==> src/rtl/alu_pkg.sv <==
// Shared adder-result definitions: flag bit positions, widths and the FIFO entry layout.
package alu_pkg;

    localparam int unsigned FLG_S  = 0;
    localparam int unsigned FLG_Z  = 1;
    localparam int unsigned FLG_C  = 2;
    localparam int unsigned FLG_P  = 3;
    localparam int unsigned FLG_V  = 4;

    localparam int unsigned FLAG_W  = 5;
    localparam int unsigned DATA_W  = 16;
    localparam int unsigned ENTRY_W = FLAG_W + DATA_W;

    // One buffered adder result: flags in the upper bits, sum in the lower bits.
    typedef struct packed {
        logic [FLAG_W-1:0] flags;
        logic [DATA_W-1:0] z;
    } entry_t;

endpackage : alu_pkg

==> src/rtl/alu_fifo_mem.sv <==
// Result storage: DEPTH entries, one synchronous write port, one asynchronous read port.
module alu_fifo_mem
    import alu_pkg::*;
#(
    parameter int unsigned DEPTH = 4
) (
    input  logic                       clk,
    input  logic                       wr_en,
    input  logic [$clog2(DEPTH)-1:0]   wr_addr,
    input  entry_t                     wr_data,
    input  logic [$clog2(DEPTH)-1:0]   rd_addr,
    output entry_t                     rd_data
);

    entry_t mem [DEPTH];

    // Array is deliberately not reset; validity is tracked by the pointer logic.
    always_ff @(posedge clk) begin
        if (wr_en) begin
            mem[wr_addr] <= wr_data;
        end
    end

    // Asynchronous read gives first-word fall-through at the head.
    always_comb begin
        rd_data = mem[rd_addr];
    end

endmodule : alu_fifo_mem

==> src/rtl/alu_result_buffer.sv <==
// Buffers adder results in a FWFT FIFO and keeps sticky carry/overflow and an overflow counter.
module alu_result_buffer
    import alu_pkg::*;
#(
    parameter int unsigned DEPTH = 4,
    parameter int unsigned CNT_W = 8
) (
    input  logic                      clk,
    input  logic                      rst_n,
    input  logic                      in_valid,
    output logic                      in_ready,
    input  logic [DATA_W-1:0]         in_z,
    input  logic [FLAG_W-1:0]         in_flags,
    output logic                      out_valid,
    input  logic                      out_ready,
    output logic [DATA_W-1:0]         out_z,
    output logic [FLAG_W-1:0]         out_flags,
    output logic [$clog2(DEPTH):0]    level,
    output logic [1:0]                sticky_cv,
    output logic [CNT_W-1:0]          ovf_count,
    input  logic                      clear_stat
);

    localparam int unsigned AW = $clog2(DEPTH);
    localparam int unsigned LW = AW + 1;
    localparam logic [CNT_W-1:0] CNT_MAX = '1;

    logic [AW-1:0]    wr_ptr;
    logic [AW-1:0]    rd_ptr;
    logic             push;
    logic             pop;
    logic [LW-1:0]    level_nxt;
    logic [1:0]       sticky_nxt;
    logic [CNT_W-1:0] count_nxt;
    entry_t           wr_entry;
    entry_t           head;

    // Handshake qualifiers derived from the registered occupancy; a full FIFO never bypasses.
    always_comb begin
        in_ready  = (level < LW'(DEPTH));
        out_valid = (level != '0);
        push      = in_valid && in_ready;
        pop       = out_valid && out_ready;
        wr_entry  = '{flags: in_flags, z: in_z};
        out_z     = head.z;
        out_flags = head.flags;
    end

    alu_fifo_mem #(
        .DEPTH   (DEPTH)
    ) u_mem (
        .clk     (clk),
        .wr_en   (push),
        .wr_addr (wr_ptr),
        .wr_data (wr_entry),
        .rd_addr (rd_ptr),
        .rd_data (head)
    );

    // Next occupancy: simultaneous push and pop leaves it unchanged.
    always_comb begin
        level_nxt = level;
        if (push && !pop) begin
            level_nxt = level + LW'(1);
        end else if (pop && !push) begin
            level_nxt = level - LW'(1);
        end
    end

    // Statistics: clear applies first, then the current push is recorded on top.
    always_comb begin
        sticky_nxt = clear_stat ? 2'b00 : sticky_cv;
        count_nxt  = clear_stat ? '0 : ovf_count;
        if (push) begin
            sticky_nxt[1] = sticky_nxt[1] | in_flags[FLG_V];
            sticky_nxt[0] = sticky_nxt[0] | in_flags[FLG_C];
            if (in_flags[FLG_V] && (count_nxt != CNT_MAX)) begin
                count_nxt = count_nxt + CNT_W'(1);
            end
        end
    end

    // Pointer and occupancy registers; pointers wrap naturally since DEPTH is a power of two.
    always_ff @(posedge clk or negedge rst_n) begin
        if (!rst_n) begin
            wr_ptr <= '0;
            rd_ptr <= '0;
            level  <= '0;
        end else begin
            if (push) begin
                wr_ptr <= wr_ptr + AW'(1);
            end
            if (pop) begin
                rd_ptr <= rd_ptr + AW'(1);
            end
            level <= level_nxt;
        end
    end

    // Sticky flag and saturating overflow counter registers.
    always_ff @(posedge clk or negedge rst_n) begin
        if (!rst_n) begin
            sticky_cv <= 2'b00;
            ovf_count <= '0;
        end else begin
            sticky_cv <= sticky_nxt;
            ovf_count <= count_nxt;
        end
    end

endmodule : alu_result_buffer
==> config.mk <==
export PLATFORM = sky130hd
export DESIGN_NAME = alu_result_buffer
export DESIGN_NICKNAME = d
export VERILOG_FILES = /design/src/rtl/alu_pkg.sv /design/src/rtl/alu_fifo_mem.sv /design/src/rtl/alu_result_buffer.sv
export SDC_FILE = /design/constraint.sdc
export NUM_CORES = 1
export LEC_CHECK = 0
export ABC_AREA = 1
export BUFFER_PORTS_ARGS = -buffer_cell sky130_fd_sc_hd__buf_2
export CAP_MARGIN = 40
export CORE_MARGIN = 5
export CORE_UTILIZATION = 50
export DETAILED_ROUTE_END_ITERATION = 10
export HOLD_SLACK_MARGIN = 0.12
export PLACE_DENSITY_LB_ADDON = 0.1
export SETUP_SLACK_MARGIN = 0.15
export SYNTH_ARGS = -nofsm -noshare
export SYNTH_HDL_FRONTEND = slang
export SYNTH_SLANG_ARGS = --single-unit
==> constraint.sdc <==
create_clock -name clk -period 4.5 [get_ports clk]
set_input_delay 0.225 -clock clk [delete_from_list [all_inputs] [get_ports clk]]
set_output_delay 0.225 -clock clk [all_outputs]
set_load 0.1 [all_outputs]
# Word level (Yosys, flattened, before mapping)
# Memory sizes are Yosys's and may differ from the RTL's.
# Index checks and enable logic that the tools add are counted.
# word_totals
mem_bits_rw	84
mem_count	1
word_cells	33
inputBits	26
ff_bits	17
# mem_list
memory	depth	width	read_ports	rd_ports_with_merged_regs	wr	line	rtl
u_mem.mem	4	21	1	0	1	alu_fifo_mem.sv:15	entry_t mem [DEPTH];
# op_classes
n_mux	9
n_addsub	5
bitwise	2
n_reduce_logical	9
eq_ne	1
n_lt_le_gt_ge	1
# ops
cell	count
8-bit two-way mux	3
8-bit by 1-bit adder with 8-bit output (second input constant)	1
8-bit inequality test (second input constant)	1
3-bit two-way mux	2
1-bit logical AND	5
2-bit by 1-bit adder with 2-bit output (second input constant)	2
2-bit two-way mux	2
3-bit by 1-bit adder with 3-bit output (second input constant)	1
3-bit < comparator (second input constant)	1
3-bit nonzero test	1
3-bit by 1-bit subtractor with 3-bit output (second input constant)	1
1-bit logical NOT	2
1-bit two-way mux	2
1-bit OR	2
2-bit nonzero test	1

# Longest topological paths before layout
# logic_depth
word_depth	6
ltp_mapped	10
mapped_depth_nobuf	10

# By module
# Synthesis repeated with hierarchy kept, for this count alone.
# unflattened
cells_unflattened	453
area_unflattened_um2	4623.2
# modules_own_cells
mod	instances	cells_per_inst	area_each_um2
alu_fifo_mem	1	337	3649.8
alu_result_buffer	1	116	973.4

# Worst setup path after synthesis
# Ideal clock, no wire load.
# synth_path
path_kind	register to register
startpoint	register level[2]
endpoint	register level[1]
setup_slack_ns	1.019
t_arrival_ns	3.352
stages_incl_launch_ff	8
setup_time_ns	0.129
period_less_slack_ns	3.481
n_path_buf	0
required_time_ns	4.371
cell_sequence	dfrtp_1 inv_2 nand2_1 nand2_1 ha_1 inv_2 fa_1 mux2_1
# synth_rtl
element	line	rtl
from (decl)	alu_result_buffer.sv:18	output logic [$clog2(DEPTH):0] level,
from (signal assigned)	alu_result_buffer.sv:96	level <= level_nxt;
3-bit < comparator	alu_result_buffer.sv:40	in_ready = (level < LW'(DEPTH));
via in_ready	alu_result_buffer.sv:11	output logic in_ready,
1-bit logical AND	alu_result_buffer.sv:42	push = in_valid && in_ready;
1-bit logical AND	alu_result_buffer.sv:63	if (push && !pop) begin
3-bit two-way mux	alu_result_buffer.sv:63	
via level_nxt[1]	alu_result_buffer.sv:32	logic [LW-1:0] level_nxt;
# The timed path passes the listed nets, and every way through them passes these cells.
# A chain may end at the register's enable or synchronous reset.

# Worst setup path in the final report
# layout_path
startpoint	register rd_ptr[1]
endpoint	output port out_flags[4]
# layout_via
elab_chain_cells	1
# layout_rtl
element	line	rtl
from (decl)	alu_result_buffer.sv:29	logic [AW-1:0] rd_ptr;
from (signal assigned)	alu_result_buffer.sv:94	rd_ptr <= rd_ptr + AW'(1);
memory read 4 x 21 bit	--	
to (decl)	alu_result_buffer.sv:17	output logic [FLAG_W-1:0] out_flags,
# Every way passes these cells.

==> metrics.txt <==
outcome=complete, no violations; CP arrival=2.51 ns; core area=8134 um2; GP Congestion=around 0.80; area of the multi-input gates=between 1000 and 1500 um2; Max clock buf depth=2; number of flops mapped to enable cells by yosys=84; final core occ=60.99%; antenna-violating nets left=0; grt total ovfl=0; drt wl/cell=15.21 um; total track usage=between 10% and 20%; vias in the first global route=2608; initial antenna violation count=0; H-tree levels=3; Fmax=365.7 MHz; Critical path origin=rd_ptr[1]$_DFFE_PN0P_; Final Hold Viols=0; HP Start=out_ready; critical path startpoint category=register; met1 WL=~3.5 mm; DR WL met2=3.978 mm; DRT Pass-1 Iters=4; via count=2644; drt total wl=slightly below 8 mm; post-synthesis register bit count=101; Avg Cell Area, Syn=12.74 um2; post-synthesis cell type count=31; flop2flop setup slack=2.63 ns; Worst-Skew Late Latency=0.35 ns; Die H=around 100 um; sequential-to-total area share from yosys stat=just over 70%; synthesized area=slightly above 4000 um2; fill count=673; unrepaired setup endpoints after global routing=false; hold slack final=0.1326 ns; register area=2948 um2; DR WL met3=339 um; Final HPWL DP=4.885 mm; Final Net Count=between 400 and 500; CP Capture Point=out_flags[4]; largest net degree at the start of global routing=44; Crit. End Element=output port; DIE WIDTH=100.7 um; DRC Markers=0; worst rel slew slack=approximately half; r2r endpoint=level[2]$_DFFE_PN0P_; I/O pin count=62; Worst Path Required=4.28 ns; CTS tree=done; PortBufs=61; vias per std cell=5.094; Slew Viols, Final=0; CTS root buffer=clkbuf_8; Layout area overhead=20.55%; yosys warns=0; Final setup viols=0; row count=33; die area=a little over 10000 um2; Syn Nets=356; worst clock skew=0.006792 ns; Cells after Synth=323; number of CTS-inserted buffers=9; layout cells sized above 1=roughly a quarter; Worst-path clk slew=~0.090 ns; CTS sink count=between 100 and 150; Tmin final=2.735 ns; crit-path max FO=23; HP Class=input port to register; first-pass GRT wire length=12.90 mm; ys async rst share=16.83%; setup total negative slack=0 ns; first-iteration detailed-routing DRC count=104; Initial Util=50.59%; max cap viols=0; Tcrit/Tclk final=60.77%; CTS resizes=0; R2R Path Start=level[0]$_DFFE_PN0P_; top sig layer=met4; Synth Flop Type=edfxtp_1; WS Path Type=register to output port; Worst R2R Path Depth=9; worst slew pin tran=around 0.76 ns; diodes inserted=0
==> metal layers <==
metal	GRT usage (%)	vias to the layer above
li1	-	1315
met1	22.42	1270
met2	27.24	53
met3	2.976	6
met4	6.218	0
met5	0	-
==> through the flow <==
| step | setup slack [ns] | instances | area (um2) |
|---|---|---|---|
| finish | 1.765 | 519 | 4961 |
| global route | 1.527 | 519 | 4961 |
| CTS | 1.697 | 519 | 4961 |
| detailed placement | 2.097 | 481 | 4544 |
| global placement | 2.121 | 481 | 4544 |
| floorplan | 1.019 | 323 | 4115 |
==> worst min-delay path by stage <==
stage                                   to  slack, ns  cells past startpoint
floorplan             level[0]$_DFFE_PN0P_      -0.07                      0
global placement    ovf_count[5]$_DFF_PN0_       0.18                      1
CTS                  rd_ptr[0]$_DFFE_PN0P_       0.13                      3
detailed placement  ovf_count[6]$_DFF_PN0_       0.18                      1
global route         rd_ptr[0]$_DFFE_PN0P_       0.16                      3
finish               rd_ptr[0]$_DFFE_PN0P_       0.13                      3
==> worst max-delay path: stages (launching register included) <==
cell and delay [ns]:
dfrtp_1 0.66, inv_1 0.65, o21ai_0 0.19, o22ai_1 0.18
buf_2 0.46
==> cells in the mapped netlist (2+ instances only) <==
| master | n | area (um2) |
|---|---|---|
| nand2_4 | 3 | 33.78 |
| edfxtp_1 | 84 | 2522 |
| dfrtp_1 | 17 | 425.4 |
| nand2_1 | 22 | 82.58 |
| o21ai_1 | 22 | 110.1 |
| nand3_2 | 2 | 20.02 |
| xor2_1 | 3 | 26.28 |
| o21bai_1 | 2 | 15.01 |
| xnor2_1 | 2 | 17.52 |
| a21oi_1 | 2 | 10.01 |
| inv_4 | 2 | 12.51 |
| nor2_1 | 56 | 210.2 |
| ha_1 | 6 | 75.07 |
| buf_2 | 5 | 25.02 |
| o21ai_0 | 23 | 115.1 |
| nand4_1 | 3 | 18.77 |
| o22ai_1 | 21 | 131.4 |
| clkbuf_1 | 7 | 26.28 |
| inv_1 | 20 | 75.07 |
| inv_2 | 4 | 15.01 |
| nand3_1 | 6 | 30.03 |
| nand2_2 | 2 | 12.51 |
==> cell usage in the layout (no fill, tap or decap), types with 2 or more instances in the layout <==
| cell | count |
|---|---|
| nand2_4 | 3 |
| o22ai_1 | 21 |
| inv_4 | 2 |
| nand3_1 | 6 |
| a21oi_1 | 2 |
| inv_1 | 20 |
| clkbuf_8 | 9 |
| edfxtp_1 | 84 |
| xor2_1 | 3 |
| o21bai_1 | 2 |
| dlygate4sd3_1 | 22 |
| dfrtp_1 | 17 |
| o21ai_1 | 22 |
| nand3_2 | 2 |
| nor2_2 | 5 |
| nor2_1 | 52 |
| o21ai_0 | 23 |
| nand2_1 | 22 |
| ha_1 | 6 |
| buf_4 | 5 |
| xnor2_1 | 2 |
| nand2_2 | 2 |
| buf_2 | 61 |
| nand4_1 | 3 |
| inv_2 | 4 |
| inv_6 | 3 |
==> logic make-up after synthesis <==
family / count (synthesis) / synth area share, %
adder cells (fa/ha/maj): 7 / 2.311
buffers and inverters: 39 / 3.831
flip-flops: 101 / 71.63
XOR/XNOR: 5 / 1.064
multiplexers: 1 / 0.2736
AND/OR/NAND/NOR: 97 / 10.82
AO/OA/AOI/OAI: 73 / 10.06
==> sequential cells by signal, indices dropped and copies added (netlist names) <==
name       flops
u_mem.mem     84
level          3
ovf_count      8
sticky_cv      2
wr_ptr         2
rd_ptr         2
==> repair_timing <==
action / 4_1_cts / 5_1_grt
buffers inserted: 0 / 0
hold endpoints to repair: 100 / 0
hold buffers: 22 / 0
==> layout make-up <==
class                   instances  share of cell area (%)
flip-flops and latches        101                   59.42
multi-input cells             183                   20.55
clock inverters                 7                   1.463
inverters                      26                   2.068
clock buffers                   9                   2.497
repair buffers                 88                   11.35
well taps                     105                   2.648
Power is not shown: default switching activity piles up to over one toggle a cycle in this logic, so the estimate is an artifact.
